==> src/rtl/uart_rx_fifo.sv <==
// ---------------------------------------------------------------------------
// uart_rx_fifo
// Receive-side character buffer placed directly after the UART receiver.
// Each completed character is captured on the one-cycle recv strobe together
// with its parity and framing error flags. Characters are held in a
// first-word-fall-through FIFO until the register read path pops them.
//
// Ports:
//   clk, arst          clock and asynchronous active-high reset
//   recv               character-complete strobe from the receiver
//   recv_data          received character (valid with recv)
//   recv_parity_err    parity error of the received character
//   recv_frame_err     stop-bit error of the received character
//   rd_en              pop the head entry
//   flush              synchronous clear of the FIFO contents
//   ovr_clr            clear the sticky overrun flag
//   thresh             interrupt threshold, 0 disables the interrupt
//   rd_data            head character (0 while empty)
//   rd_parity_err      parity flag of the head entry (0 while empty)
//   rd_frame_err       frame flag of the head entry (0 while empty)
//   empty, full        FIFO occupancy flags
//   level              entry count, 0..DEPTH
//   overrun            sticky: a character was dropped because the FIFO was full
//   thresh_irq         level >= thresh with thresh != 0
// ---------------------------------------------------------------------------
module uart_rx_fifo #(
    parameter int DEPTH  = 16,
    parameter int DATA_W = 8
) (
    input  logic                       clk,
    input  logic                       arst,
    input  logic                       recv,
    input  logic [DATA_W-1:0]          recv_data,
    input  logic                       recv_parity_err,
    input  logic                       recv_frame_err,
    input  logic                       rd_en,
    input  logic                       flush,
    input  logic                       ovr_clr,
    input  logic [$clog2(DEPTH):0]     thresh,
    output logic [DATA_W-1:0]          rd_data,
    output logic                       rd_parity_err,
    output logic                       rd_frame_err,
    output logic                       empty,
    output logic                       full,
    output logic [$clog2(DEPTH):0]     level,
    output logic                       overrun,
    output logic                       thresh_irq
);

    localparam int AW = $clog2(DEPTH);
    localparam int PW = AW + 1;
    localparam int EW = DATA_W + 2;

    // Storage entry layout: {frame_err, parity_err, data}
    logic [EW-1:0] mem_r [DEPTH];
    logic [PW-1:0] wr_ptr_r;
    logic [PW-1:0] rd_ptr_r;
    logic          overrun_r;

    logic          empty_s;
    logic          full_s;
    logic [PW-1:0] level_s;
    logic          pop_s;
    logic          push_s;
    logic          overflow_s;
    logic [EW-1:0] head_s;

    // Occupancy decode and push/pop qualification
    always_comb begin
        empty_s    = (wr_ptr_r == rd_ptr_r);
        full_s     = (wr_ptr_r[AW] != rd_ptr_r[AW]) &&
                     (wr_ptr_r[AW-1:0] == rd_ptr_r[AW-1:0]);
        level_s    = wr_ptr_r - rd_ptr_r;
        pop_s      = rd_en && !empty_s && !flush;
        // A same-cycle pop frees the slot, so a push at full still lands.
        push_s     = recv && (!full_s || pop_s) && !flush;
        overflow_s = recv && full_s && !pop_s && !flush;
    end

    // Pointer update; flush takes priority over push and pop
    always_ff @(posedge clk or posedge arst) begin
        if (arst) begin
            wr_ptr_r <= {PW{1'b0}};
            rd_ptr_r <= {PW{1'b0}};
        end else if (flush) begin
            wr_ptr_r <= {PW{1'b0}};
            rd_ptr_r <= {PW{1'b0}};
        end else begin
            if (push_s) begin
                wr_ptr_r <= wr_ptr_r + {{(PW-1){1'b0}}, 1'b1};
            end
            if (pop_s) begin
                rd_ptr_r <= rd_ptr_r + {{(PW-1){1'b0}}, 1'b1};
            end
        end
    end

    // Character storage written at the tail on an accepted push
    always_ff @(posedge clk or posedge arst) begin
        if (arst) begin
            for (int i = 0; i < DEPTH; i++) begin
                mem_r[i] <= {EW{1'b0}};
            end
        end else if (push_s) begin
            mem_r[wr_ptr_r[AW-1:0]] <= {recv_frame_err, recv_parity_err, recv_data};
        end
    end

    // Sticky overrun: a new overflow wins over a coincident clear
    always_ff @(posedge clk or posedge arst) begin
        if (arst) begin
            overrun_r <= 1'b0;
        end else if (overflow_s) begin
            overrun_r <= 1'b1;
        end else if (ovr_clr) begin
            overrun_r <= 1'b0;
        end
    end

    // First-word-fall-through head view, forced to zero while empty
    always_comb begin
        head_s = {EW{1'b0}};
        if (!empty_s) begin
            head_s = mem_r[rd_ptr_r[AW-1:0]];
        end else begin
            head_s = {EW{1'b0}};
        end
    end

    assign rd_data       = head_s[DATA_W-1:0];
    assign rd_parity_err = head_s[DATA_W];
    assign rd_frame_err  = head_s[DATA_W+1];
    assign empty         = empty_s;
    assign full          = full_s;
    assign level         = level_s;
    assign overrun       = overrun_r;
    assign thresh_irq    = (thresh != {PW{1'b0}}) && (level_s >= thresh);

endmodule

==> config.mk <==
export PLATFORM = sky130hd
export DESIGN_NAME = uart_rx_fifo
export DESIGN_NICKNAME = d
export VERILOG_FILES = /design/src/rtl/uart_rx_fifo.sv
export SDC_FILE = /design/constraint.sdc
export NUM_CORES = 1
export LEC_CHECK = 0
export BUFFER_PORTS_ARGS = -buffer_cell sky130_fd_sc_hd__buf_2
export CORE_ASPECT_RATIO = 1.75
export CORE_MARGIN = 5
export CORE_UTILIZATION = 62
export CTS_CLUSTER_SIZE = 12
export DETAILED_ROUTE_END_ITERATION = 10
export GPL_TIMING_DRIVEN = 0
export PLACE_DENSITY = 0.81
export SYNTH_ARGS = -nofsm -noshare
export SYNTH_HDL_FRONTEND = slang
export SYNTH_SLANG_ARGS = --single-unit
==> constraint.sdc <==
create_clock -name clk -period 7.7 [get_ports clk]
set_clock_uncertainty 0.05 [all_clocks]
set_input_delay 1.155 -clock clk [delete_from_list [all_inputs] [get_ports clk]]
set_output_delay 1.155 -clock clk [all_outputs]
set_load 0.01 [all_outputs]
==> results by group <==
Run status
  – Outcome: finished, final reports clean

Global route
  – Pin count of the biggest net entering global routing: ~90
  – Global Route Usage Sum: 26.66%
  – Number of global-route vias before repair: 5664
  – Overflow after GRT: 0
  – First-pass GRT wire length: around 32 mm
  – Antenna violations before repair: 0

Cells and area
  – Final cell count without fillers: 799
  – Nets: around 650
  – Fraction of layout cells with a size suffix above 1: approximately 48%
  – Layout area overhead: 12.57%
  – Fillers: 906
  – Antenna diode count: 0

Synthesis
  – Ys Warns: 0
  – Register area share after synthesis: between 50% and 60%
  – Main synth FF type: dfrtp_1
  – Post-synthesis cell area: around 0.0084 mm²
  – Cell variety after synth: 42
  – Avg Cell Area, Syn: 15.12 µm²
  – Syn nets: 591
  – Number of synthesized flops with an enable pin: 0
  – Syn Inst Count: between 500 and 600
  – FF+latch count, synth: approximately 170
  – Ys async rst share: 100.0%

Route
  – Pre-antenna DRT Iters: 5
  – Starting DRC count in detailed routing: ~370
  – DRC: 0
  – ANT nets after route: 0
  – Total routed wirelength: 20.28 mm
  – Vias after detailed routing: 5208
  – Via density: between 6 and 7
  – WL per Instance: between 20 and 30 µm

Die
  – DIE AREA: around 0.016 mm²
  – Die Y: ~160 µm
  – Die X: ~98 µm
  – Core area: 0.01338 mm²
  – Io pins: 40
  – Starting density of the core: about 63%
  – # rows: 56

STA
  – Fin crit share: roughly 69%
  – Min Tclk post-route: 5315 ps
  – Finish-stage setup viols: 0
  – RSZ-0062 raised after global routing: false
  – Relative slew margins: about half
  – Worst-margin pin slew: between 700 and 800 ps
  – Final hold vios: 0
  – Slew Viols, Final: 0
  – Achievable Freq: 0.1881 GHz
  – Hold_ws: ~450 ps
  – Setup Total Neg Slack: 0 ps

Clock tree
  – Reg clk slew, reported paths: about 70 ps
  – # hold bufs at CTS: 0
  – Root Buffer: clkbuf_16
  – Cts bufs inserted: 17
  – Clock Path Buffers: 2
  – Setup Fix Bufs, Post-CTS: 0
  – Number of H-tree levels: 4
  – PostCTS Resize Cnt: 0
  – CTS tree: done
  – Clock Latency Late Sink: between 400 and 500 ps
  – CTS sink count: around 170

Run
  – Max cap viols: 0

Worst setup path
  – Slowest stage cell, crit path: clkbuf_1
  – WS Path Type: register to primary output
  – Critical Path Fanout Max: 10
  – CP Buf/Inv Count: 5
  – Crit path max-delay family: buffers and inverters
  – Max incr delay on CP: 620 ps
  – Critical Path, Cell by Cell: clkbuf_1 > clkbuf_1 > inv_1 > ha_1 > nand4_1 > nor2_1 > clkbuf_1 > a211oi_1 > buf_2
  – Type of origin of the critical path: register
  – Crit path top cell by count: clkbuf_1
  – Worst Setup End Kind: primary output
  – CP Data Arrival Time: about 4100 ps
  – Data required, critical path: about 6500 ps

Placed design
  – Placed cell count: approximately 770
  – Port buffer count: 38
  – Detailed Place HPWL: around 13 mm
  – Placer Congestion: between 0.8 and 0.9

Pwr
  – VDD IR-drop max: around 0.17 mV
  – Cell area power density: between 200 and 250 mW/mm²
  – Leak Pwr: 4.529 nW

Worst hold path
  – HP Class: register to register
-- metal layers --
layer	wire length [µm]	vias up	track usage [%]
li1	-	2182	-
met4	1093	0	15.25
met2	10610	215	45.97
met3	920	74	4.250
met1	7657	2737	31.61
met5	0	-	0
-- path summary, 6_finish.rpt --
check,to,slack (ps),startpoint,depth (start not counted)
worst max-delay path,rd_data[5],2380,rd_ptr_r[2],9
worst min-delay path,mem_r[17],450,mem_r[17],1
worst max register to register,mem_r[84],3770,rd_ptr_r[2],10
worst min register to register,mem_r[17],450,mem_r[17],1
max in group asynchronous,mem_r[46],5910,arst,3
min in group asynchronous,mem_r[101],790,arst,2
-- state kept, by name, summed over array words and instances, names as in the netlist --
name      count
rd_ptr_r      5
wr_ptr_r      5
overrun       1
mem_r       160
-- area by class of cell --
cell class / instances / area [µm²] / area share (%)
Sequential cell: 171 / 4279 / 45.31
Multi-Input combinational cell: 336 / 3894 / 41.23
Clock buffer: 20 / 456.7 / 4.836
Timing Repair Buffer: 39 / 217.7 / 2.305
Tap cell: 174 / 217.7 / 2.305
Buffer: 35 / 167.7 / 1.775
Clock inverter: 11 / 157.7 / 1.669
Inverter: 13 / 53.80 / 0.5697
-- kinds of logic (layout without fill, tap and decap cells) --
family | after synthesis | in the layout | share of synthesized area (%)
mux | 213 | 213 | 33.93
flops | 171 | 171 | 51.01
xor+xnor | 12 | 12 | 1.342
buf+inv | 48 | 118 | 2.580
simple gates | 56 | 56 | 5.444
compound gates | 40 | 40 | 3.371
fa+ha+maj | 15 | 15 | 2.327
-- metrics by stage --
step	setup slack [ps]	util, %	instance area, µm²	total power [mW]
6_report	2385	70.57	9444	2.351
5_1_grt	2252	70.57	9444	2.432
4_1_cts	2438	70.57	9444	2.356
3_5_place_dp	2906	65.98	8830	1.466
3_3_place_gp	513.2	65.73	8797	1.442
2_1_floorplan	1863	-	8389	1.321
-- Yosys cell counts, types with 2 or more instances --
cell | count | area share, %
nand3_2 | 7 | 0.84
or3_1 | 2 | 0.15
a21o_1 | 2 | 0.18
dfrtp_1 | 171 | 51
buf_1 | 4 | 0.18
o31ai_1 | 2 | 0.18
buf_2 | 10 | 0.60
mux2_4 | 10 | 1.8
nand4_1 | 2 | 0.15
nand3_4 | 9 | 1.9
and3_1 | 2 | 0.15
xor2_1 | 7 | 0.73
ha_1 | 14 | 2.1
mux2i_1 | 14 | 1.7
nor2b_1 | 10 | 0.75
a21oi_1 | 6 | 0.36
inv_1 | 13 | 0.58
nand3_1 | 3 | 0.18
a211oi_1 | 18 | 1.6
clkbuf_1 | 19 | 0.85
o311ai_0 | 2 | 0.21
nor2_1 | 11 | 0.49
nand2_1 | 3 | 0.13
o211ai_1 | 2 | 0.18
mux2_2 | 151 | 20
mux4_2 | 38 | 10
xnor2_1 | 4 | 0.42
o21ai_0 | 3 | 0.18
and3b_1 | 2 | 0.21
and4_1 | 2 | 0.21
-- worst reg2reg max path: stages, from the launching register on --
cell	delay (ps)
dfrtp_1	330
clkbuf_1	460
clkbuf_1	630
inv_1	210
ha_1	410
nand4_1	330
or3_1	450
buf_6	160
buf_12	160
nand3_4	290
mux2_4	340
-- placed cells by master, fill, tap and decap left out, drive strengths merged, types with 2 or more instances in the layout --
master  netlist  layout
clkinv        0       3
buf          16      55
or3           2       2
inv          13      17
o21ai         3       3
and3          2       2
mux2i        14      14
o31ai         2       2
o311ai        2       2
xnor2         5       5
a211oi       18      18
dfrtp       171     171
nor2b        10      10
ha           14      14
nor2         11      11
a21oi         6       6
bufinv        0       3
nand2         3       3
xor2          7       7
o211ai        2       2
mux2        161     161
and4          2       2
nand3        19      19
nand4         2       2
clkbuf       19      39
a21o          2       2
and3b         2       2
mux4         38      38
-- power by group --
| part | internal [mW] | switching, mW | leakage [nW] |
|---|---|---|---|
| Combinational | 0.207 | 0.234 | 1.90 |
| Sequential | 0.969 | 0.0429 | 2.33 |
| Clock | 0.532 | 0.366 | 0.299 |
Note: power is estimated with default switching activity, not from simulation.
